[src/rtl/array121_wrq_if.sv]
// rtl/array121_wrq_if.sv - request/array-write bundle between requesters and the write-queue arbiter
interface array121_wrq_if #(
    parameter int ADDRBIT = 9,
    parameter int WIDTH   = 32
);
    logic               dp_we;
    logic [ADDRBIT-1:0] dp_wa;
    logic [WIDTH-1:0]   dp_di;
    logic               cpu_req;
    logic [ADDRBIT-1:0] cpu_wa;
    logic [WIDTH-1:0]   cpu_di;
    logic               cpu_ack;
    logic               init_req;
    logic               init_busy;
    logic               wr_hold;
    logic               ovf_clr;
    logic               ovf_stk;
    logic [ADDRBIT-1:0] wa;
    logic               we;
    logic [WIDTH-1:0]   di;

    modport master (
        output dp_we, dp_wa, dp_di, cpu_req, cpu_wa, cpu_di, init_req, wr_hold, ovf_clr,
        input  cpu_ack, init_busy, ovf_stk, wa, we, di
    );

    modport slave (
        input  dp_we, dp_wa, dp_di, cpu_req, cpu_wa, cpu_di, init_req, wr_hold, ovf_clr,
        output cpu_ack, init_busy, ovf_stk, wa, we, di
    );
endinterface

[src/rtl/array121_wrq.sv]
// rtl/array121_wrq.sv - datapath/CPU array write queue with optional clear engine
// Optional array-clear FSM enabled by macro ARRAY121_WRQ_INIT_EN.
module array121_wrq #(
    parameter int ADDRBIT = 9,
    parameter int DEPTH   = 512,
    parameter int WIDTH   = 32,
    parameter int QDEPTH  = 4
) (
    input logic           wclk,
    input logic           rst,
    array121_wrq_if.slave bus
);
    localparam int PW = $clog2(QDEPTH);
    localparam int CW = $clog2(QDEPTH + 1);
    localparam logic [CW-1:0]      FULL_CNT  = CW'(QDEPTH);
    localparam logic [ADDRBIT-1:0] LAST_ADDR = ADDRBIT'(DEPTH - 1);

    logic [ADDRBIT-1:0] qa_q [QDEPTH];
    logic [WIDTH-1:0]   qd_q [QDEPTH];
    logic [PW-1:0]      wptr_q, rptr_q;
    logic [CW-1:0]      count_q, count_d;
    logic               we_q, we_d;
    logic [ADDRBIT-1:0] wa_q, wa_d;
    logic [WIDTH-1:0]   di_q, di_d;
    logic               cpu_ack_q, ovf_q, ovf_d;

    logic               fsm_idle, fsm_clear;
    logic [ADDRBIT-1:0] clr_addr;
    logic               full, drop, cpu_acc, enq, deq, clr_fire;
    logic [ADDRBIT-1:0] enq_addr, head_addr;
    logic [WIDTH-1:0]   enq_data, head_data;

    // An empty queue forwards the incoming request straight to the array port.
    always_comb begin
        full      = (count_q == FULL_CNT);
        drop      = bus.dp_we && full;
        cpu_acc   = bus.cpu_req && !bus.dp_we && !full && fsm_idle && !cpu_ack_q;
        enq       = (bus.dp_we && !full) || cpu_acc;
        enq_addr  = bus.dp_we ? bus.dp_wa : bus.cpu_wa;
        enq_data  = bus.dp_we ? bus.dp_di : bus.cpu_di;
        head_addr = (count_q == '0) ? enq_addr : qa_q[rptr_q];
        head_data = (count_q == '0) ? enq_data : qd_q[rptr_q];
        deq       = ((count_q != '0) || enq) && !bus.wr_hold && !fsm_clear;
        clr_fire  = fsm_clear && !bus.wr_hold;
        count_d   = count_q + CW'(enq) - CW'(deq);
        ovf_d     = bus.ovf_clr ? 1'b0 : (ovf_q || drop);
    end

    always_comb begin
        we_d = 1'b0;
        wa_d = wa_q;
        di_d = di_q;
        if (clr_fire) begin
            we_d = 1'b1;
            wa_d = clr_addr;
            di_d = '0;
        end else if (deq) begin
            we_d = 1'b1;
            wa_d = head_addr;
            di_d = head_data;
        end
    end

    always_ff @(posedge wclk) begin
        if (rst) begin
            wptr_q    <= '0;
            rptr_q    <= '0;
            count_q   <= '0;
            we_q      <= 1'b0;
            wa_q      <= '0;
            di_q      <= '0;
            cpu_ack_q <= 1'b0;
            ovf_q     <= 1'b0;
        end else begin
            if (enq) begin
                qa_q[wptr_q] <= enq_addr;
                qd_q[wptr_q] <= enq_data;
                wptr_q       <= wptr_q + PW'(1);
            end
            if (deq) begin
                rptr_q <= rptr_q + PW'(1);
            end
            count_q   <= count_d;
            we_q      <= we_d;
            wa_q      <= wa_d;
            di_q      <= di_d;
            cpu_ack_q <= cpu_acc;
            ovf_q     <= ovf_d;
        end
    end

`ifdef ARRAY121_WRQ_INIT_EN
    typedef enum logic [1:0] {IDLE, DRAIN, CLEAR} state_e;

    state_e             state_q, state_d;
    logic [ADDRBIT-1:0] clr_cnt_q, clr_cnt_d;

    always_comb begin
        state_d   = state_q;
        clr_cnt_d = clr_cnt_q;
        case (state_q)
            IDLE:  if (bus.init_req) state_d = DRAIN;
            DRAIN: if (count_q == '0) state_d = CLEAR;
            CLEAR: begin
                if (!bus.wr_hold) begin
                    if (clr_cnt_q == LAST_ADDR) begin
                        clr_cnt_d = '0;
                        state_d   = IDLE;
                    end else begin
                        clr_cnt_d = clr_cnt_q + ADDRBIT'(1);
                    end
                end
            end
            default: state_d = IDLE;
        endcase
    end

    always_ff @(posedge wclk) begin
        if (rst) begin
            state_q   <= IDLE;
            clr_cnt_q <= '0;
        end else begin
            state_q   <= state_d;
            clr_cnt_q <= clr_cnt_d;
        end
    end

    assign fsm_idle      = (state_q == IDLE);
    assign fsm_clear     = (state_q == CLEAR);
    assign clr_addr      = clr_cnt_q;
    assign bus.init_busy = !fsm_idle;
`else
    logic unused_init;

    assign unused_init   = bus.init_req | (&LAST_ADDR);
    assign fsm_idle      = 1'b1;
    assign fsm_clear     = 1'b0;
    assign clr_addr      = '0;
    assign bus.init_busy = 1'b0;
`endif

    assign bus.we      = we_q;
    assign bus.wa      = wa_q;
    assign bus.di      = di_q;
    assign bus.cpu_ack = cpu_ack_q;
    assign bus.ovf_stk = ovf_q;
endmodule

[src/flat_wrapper.sv]
// flat-port wrapper written by rule: the top's interface ports become plain ports
module array121_wrq_flat 
#(
    parameter int ADDRBIT = 9,
    parameter int DEPTH   = 512,
    parameter int WIDTH   = 32,
    parameter int QDEPTH  = 4
)
  (wclk, rst, bus_dp_we, bus_dp_wa, bus_dp_di, bus_cpu_req, bus_cpu_wa, bus_cpu_di, bus_init_req, bus_wr_hold, bus_ovf_clr, bus_cpu_ack, bus_init_busy, bus_ovf_stk, bus_wa, bus_we, bus_di);
  array121_wrq_if #(.ADDRBIT(ADDRBIT), .WIDTH(WIDTH)) bus_i ();
  input logic wclk;
  input logic rst;
  input wire logic [$bits(bus_i.dp_we)-1:0] bus_dp_we;
  input wire logic [$bits(bus_i.dp_wa)-1:0] bus_dp_wa;
  input wire logic [$bits(bus_i.dp_di)-1:0] bus_dp_di;
  input wire logic [$bits(bus_i.cpu_req)-1:0] bus_cpu_req;
  input wire logic [$bits(bus_i.cpu_wa)-1:0] bus_cpu_wa;
  input wire logic [$bits(bus_i.cpu_di)-1:0] bus_cpu_di;
  input wire logic [$bits(bus_i.init_req)-1:0] bus_init_req;
  input wire logic [$bits(bus_i.wr_hold)-1:0] bus_wr_hold;
  input wire logic [$bits(bus_i.ovf_clr)-1:0] bus_ovf_clr;
  output wire logic [$bits(bus_i.cpu_ack)-1:0] bus_cpu_ack;
  output wire logic [$bits(bus_i.init_busy)-1:0] bus_init_busy;
  output wire logic [$bits(bus_i.ovf_stk)-1:0] bus_ovf_stk;
  output wire logic [$bits(bus_i.wa)-1:0] bus_wa;
  output wire logic [$bits(bus_i.we)-1:0] bus_we;
  output wire logic [$bits(bus_i.di)-1:0] bus_di;
  assign bus_i.dp_we = bus_dp_we;
  assign bus_i.dp_wa = bus_dp_wa;
  assign bus_i.dp_di = bus_dp_di;
  assign bus_i.cpu_req = bus_cpu_req;
  assign bus_i.cpu_wa = bus_cpu_wa;
  assign bus_i.cpu_di = bus_cpu_di;
  assign bus_i.init_req = bus_init_req;
  assign bus_i.wr_hold = bus_wr_hold;
  assign bus_i.ovf_clr = bus_ovf_clr;
  assign bus_cpu_ack = bus_i.cpu_ack;
  assign bus_init_busy = bus_i.init_busy;
  assign bus_ovf_stk = bus_i.ovf_stk;
  assign bus_wa = bus_i.wa;
  assign bus_we = bus_i.we;
  assign bus_di = bus_i.di;
  array121_wrq #(.ADDRBIT(ADDRBIT), .DEPTH(DEPTH), .WIDTH(WIDTH), .QDEPTH(QDEPTH)) u_core (.wclk(wclk), .rst(rst), .bus(bus_i));
endmodule
[config.mk]
export PLATFORM = sky130hd
export DESIGN_NAME = array121_wrq_flat
export DESIGN_NICKNAME = d
export VERILOG_FILES = /design/src/rtl/array121_wrq_if.sv /design/src/rtl/array121_wrq.sv /design/src/flat_wrapper.sv
export SDC_FILE = /design/constraint.sdc
export NUM_CORES = 1
export LEC_CHECK = 0
export CORE_MARGIN = 2
export CORE_UTILIZATION = 25
export DETAILED_ROUTE_END_ITERATION = 7
export PLACE_DENSITY = 0.54
export SLEW_MARGIN = 15
export SYNTH_ARGS = -nofsm -noshare
export SYNTH_HDL_FRONTEND = slang
export SYNTH_SLANG_ARGS = --single-unit
[constraint.sdc]
create_clock -name wclk -period 6.05 [get_ports wclk]
set_input_delay 0.605 -clock wclk [delete_from_list [all_inputs] [get_ports wclk]]
set_output_delay 0.605 -clock wclk [all_outputs]
set_load 0.005 [all_outputs]
==> out/qor.log <==
qor: global_route.maximum_number_of_pins_on_one_net_before_global_route_repair 54
qor: pwr.power_frac_seq 42.7%
qor: pwr.power.total 4.54 mW
qor: layout.number_of_non_filler_instances_in_the_completed_layout 1159
qor: global_route.grt_pass1_wl 31300 µm
qor: synthesis.netlist_area 9000 µm²
qor: die.core-area 35500 µm²
qor: cts.clock_latency 0.52 ns
qor: worst_setup_path.setup_slack_of_the_most_critical_reg_to_reg_path 3.27 ns
qor: synthesis.ys.flop_type sky130_fd_sc_hd__edfxtp_1
qor: place.place.gp.congestion 0.647
qor: die.die_width 194 µm
qor: place.post-place-cells 1112
qor: timing.worst_slew_margin_rel 28.1%
qor: synthesis.post_synth.cell_area_avg 16.3 µm²
qor: synthesis.synth_edf_count 164
qor: layout.stdcell_area 11600 µm²
qor: die.die-height 194 µm
qor: synthesis.async_reset_ff_share 0%
qor: pwr.netSwitchingPower 1.29 mW
qor: pwr.p_comb_share 23.2%
qor: layout.design.final.nets 775
qor: detailed_routing.drt-initial-drc-count 340
qor: worst_setup_path.cp.arrival 3.44 ns
qor: timing.clock.fmax 0.325 GHz
qor: synthesis.netlist.area_leader.share 54.7%
qor: timing.timing.clock.skew 0.0105 ns
qor: pwr.peakVddDrop 242 µV
qor: worst_setup_path.crit_fanout 44
qor: worst_setup_path.critical_path_required 6.42 ns
qor: pwr.power_density 392 nW/µm²
qor: timing.timing.final.hold_violations 0
qor: cts.cts_buffers 26
qor: detailed_routing.route.vias.total 4971
qor: layout.final_cell_mix sky130_fd_sc_hd__edfxtp_1, sky130_fd_sc_hd__clkdlybuf4s50_1, sky130_fd_sc_hd__nand2_1
qor: worst_setup_path.critPathLaunchType input port
qor: synthesis.post-synth-top-area-cell sky130_fd_sc_hd__edfxtp_1
qor: timing.slew_viol_final 0
qor: cts.postCtsResizedCells 0
qor: layout.layout_commonest_cell sky130_fd_sc_hd__edfxtp_1
qor: timing.unrepaired_setup_endpoints_after_global_routing no
qor: place.port_bufs 131
qor: layout.post_route_utilization 32.7%
qor: flow_run.cap_viol_max_count 0
qor: die.core.rowCount 69
qor: worst_hold_path.min-delay-start u_core.rptr_q[0]$_SDFFE_PP0P_
qor: timing.timing.setup.tns 0 ns
qor: synthesis.synth-seq-cells 217
qor: worst_setup_path.reg2reg_from u_core.bus.cpu_ack$_SDFF_PP0_
qor: detailed_routing.antenna_left 0
qor: worst_setup_path.worst-setup-path-type input port to flip-flop
qor: worst_setup_path.crit_path_end_kind flip-flop
qor: cts.ctsHtreeMaxLevel 1
qor: synthesis.synth_nets 648
qor: global_route.initial_antenna_violation_count 0
qor: cts.cts_buffer_depth 3
qor: place.dpl.hpwl 11600 µm
qor: synthesis.ys_seq_area_share 66.5%
qor: layout.drive_above_1_share 25.6%
qor: synthesis.synth.lib_cells_used.distinct 34
qor: detailed_routing.post_drt_wl_per_cell 17.7 µm
qor: status.outcome complete, no violations
qor: worst_setup_path.r2r_end u_core.count_q[2]$_SDFF_PP0_
qor: die.die_area 37500 µm²
qor: pwr.total_leakage_power 3.78 nW
qor: cts.clock_sink_count 217
qor: die.num_io_pins 134
qor: worst_hold_path.hold_path_class flip-flop to flip-flop
qor: cts.cts_hold_repair.buffers 0
qor: global_route.grt_pass1_vias 5147
qor: detailed_routing.remaining_drc_errors 0
qor: timing.period_minus_slack 3.08 ns
qor: place.placed_area 10700 µm²
qor: die.initial_utilization 25.4%
qor: timing.final-setup-viol-count 0
qor: detailed_routing.drt-total-wl 20500 µm
qor: worst_setup_path.startpoint bus_dp_we
qor: synthesis.synth.top_cells.by_area sky130_fd_sc_hd__edfxtp_1, sky130_fd_sc_hd__dfxtp_1, sky130_fd_sc_hd__mux4_2, sky130_fd_sc_hd__a311oi_2, sky130_fd_sc_hd__mux2_2
qor: worst_hold_path.hold_path_stages 2
qor: layout.area_delta_synth_final 28.8%
qor: cts.clkSlewWorstSetupHoldPaths 0.06 ns
qor: pwr.power.switching_fraction 28.5%
qor: layout.insertedDiodeCount 0
qor: detailed_routing.firstDrtPassIters 4
qor: global_route.groute.usage.overall 10.8%
qor: pwr.clkPwrFrac 34.2%
qor: global_route.overflow 0
qor: cts.cts_tree yes
qor: synthesis.ys_warn_count 0
qor: timing.final.period_utilization 50.8%
qor: timing.max_slew.worst_pin.slew 1.08 ns
qor: pwr.p_int 3.25 mW
qor: cts.clock-root-buffer sky130_fd_sc_hd__clkbuf_16
qor: cts.cts.repair_timing.setup_buffer_count 0
qor: synthesis.mapped_cells 552
qor: worst_setup_path.reg2regPathDepth 11
qor: detailed_routing.post_drt_via_cell_ratio 4.29
## cells by family (layout without fill, tap and decap cells)
kind of cell | after synthesis | after routing | share of synthesized area (%)
flops | 217 | 217 | 66.5
simple gates | 144 | 144 | 6.49
mux | 83 | 83 | 15.5
buf+inv | 49 | 195 | 2.96
compound gates | 48 | 48 | 7.16
fa+ha+maj | 7 | 7 | 1.06
xor+xnor | 3 | 3 | 0.292
other cells | 1 | 1 | 0.0417
## cell usage after synthesis (all sizes together) (2+ instances only)
library cell    n
nor3            3
or3             2
edfxtp        164
mux2           41
nand2          84
dfxtp          53
xnor2           2
inv             8
ha              6
and2            5
nor2           46
a311oi         41
clkbuf         14
mux4           41
buf            26
a21oi           4
## state kept, by name, indices dropped and copies added, names as in the netlist, named ones only
register,count
u_core.bus.cpu_ack,1
u_core.bus.di,32
u_core.bus.ovf_stk,1
u_core.bus.wa,9
u_core.bus.we,1
u_core.count_q,3
u_core.qa_q,36
u_core.qd_q,128
u_core.rptr_q,2
u_core.wptr_q,2
## power groups by stage
stage	sequential, mW	clock, mW	combinational (mW)
after floorplan	1.94	0	0.692
after global placement	1.97	0	1.07
after detailed placement	1.97	0	1.09
after CTS	1.95	1.61	1.09
after global routing	1.97	1.67	1.16
final	1.94	1.55	1.05
## through the flow
stage	hold WS (ns)	worst slack [ns]
detailed placement	0.469	2.35
floorplan	0.454	3.34
finish	0.480	2.97
global route	0.531	2.72
global placement	0.454	2.35
CTS	0.479	2.93
## how the worst max path moves through the flow
| stage | end |
|---|---|
| after floorplan | u_core.count_q[2]$_SDFF_PP0_ |
| after global placement | u_core.count_q[2]$_SDFF_PP0_ |
| after detailed placement | u_core.count_q[2]$_SDFF_PP0_ |
| after CTS | u_core.count_q[2]$_SDFF_PP0_ |
| after global routing | u_core.count_q[2]$_SDFF_PP0_ |
| final | u_core.count_q[2]$_SDFF_PP0_ |
## critical path, cell delays in order
cell and delay (ns):
sky130_fd_sc_hd__buf_2 0.08, sky130_fd_sc_hd__buf_4 0.53, sky130_fd_sc_hd__clkinv_1 0.22, sky130_fd_sc_hd__a31o_2 0.30
sky130_fd_sc_hd__inv_4 0.38, sky130_fd_sc_hd__ha_1 0.32, sky130_fd_sc_hd__inv_1 0.06, sky130_fd_sc_hd__ha_1 0.13
sky130_fd_sc_hd__inv_1 0.05, sky130_fd_sc_hd__fa_1 0.39, sky130_fd_sc_hd__xor2_1 0.16, sky130_fd_sc_hd__xnor2_1 0.13
sky130_fd_sc_hd__nor2_1 0.05
## layer usage
layer	wire length, µm	up-vias	track usage [%]
met1	9500	2456	14.6
met2	9730	122	17.7
met5	0	-	0
li1	-	2362	-
met4	350	0	2.83
met3	930	31	2.14
## cell type report
type	instances	area (µm²)
multi-input combinational	286	2760
sequential	217	5990
timing repair buffer	139	1360
tap	461	577
inverter	9	36.3
fill	3473	23900
clock inverter	9	100
clock buffer	38	767
Note: power is estimated with default switching activity, not from simulation.
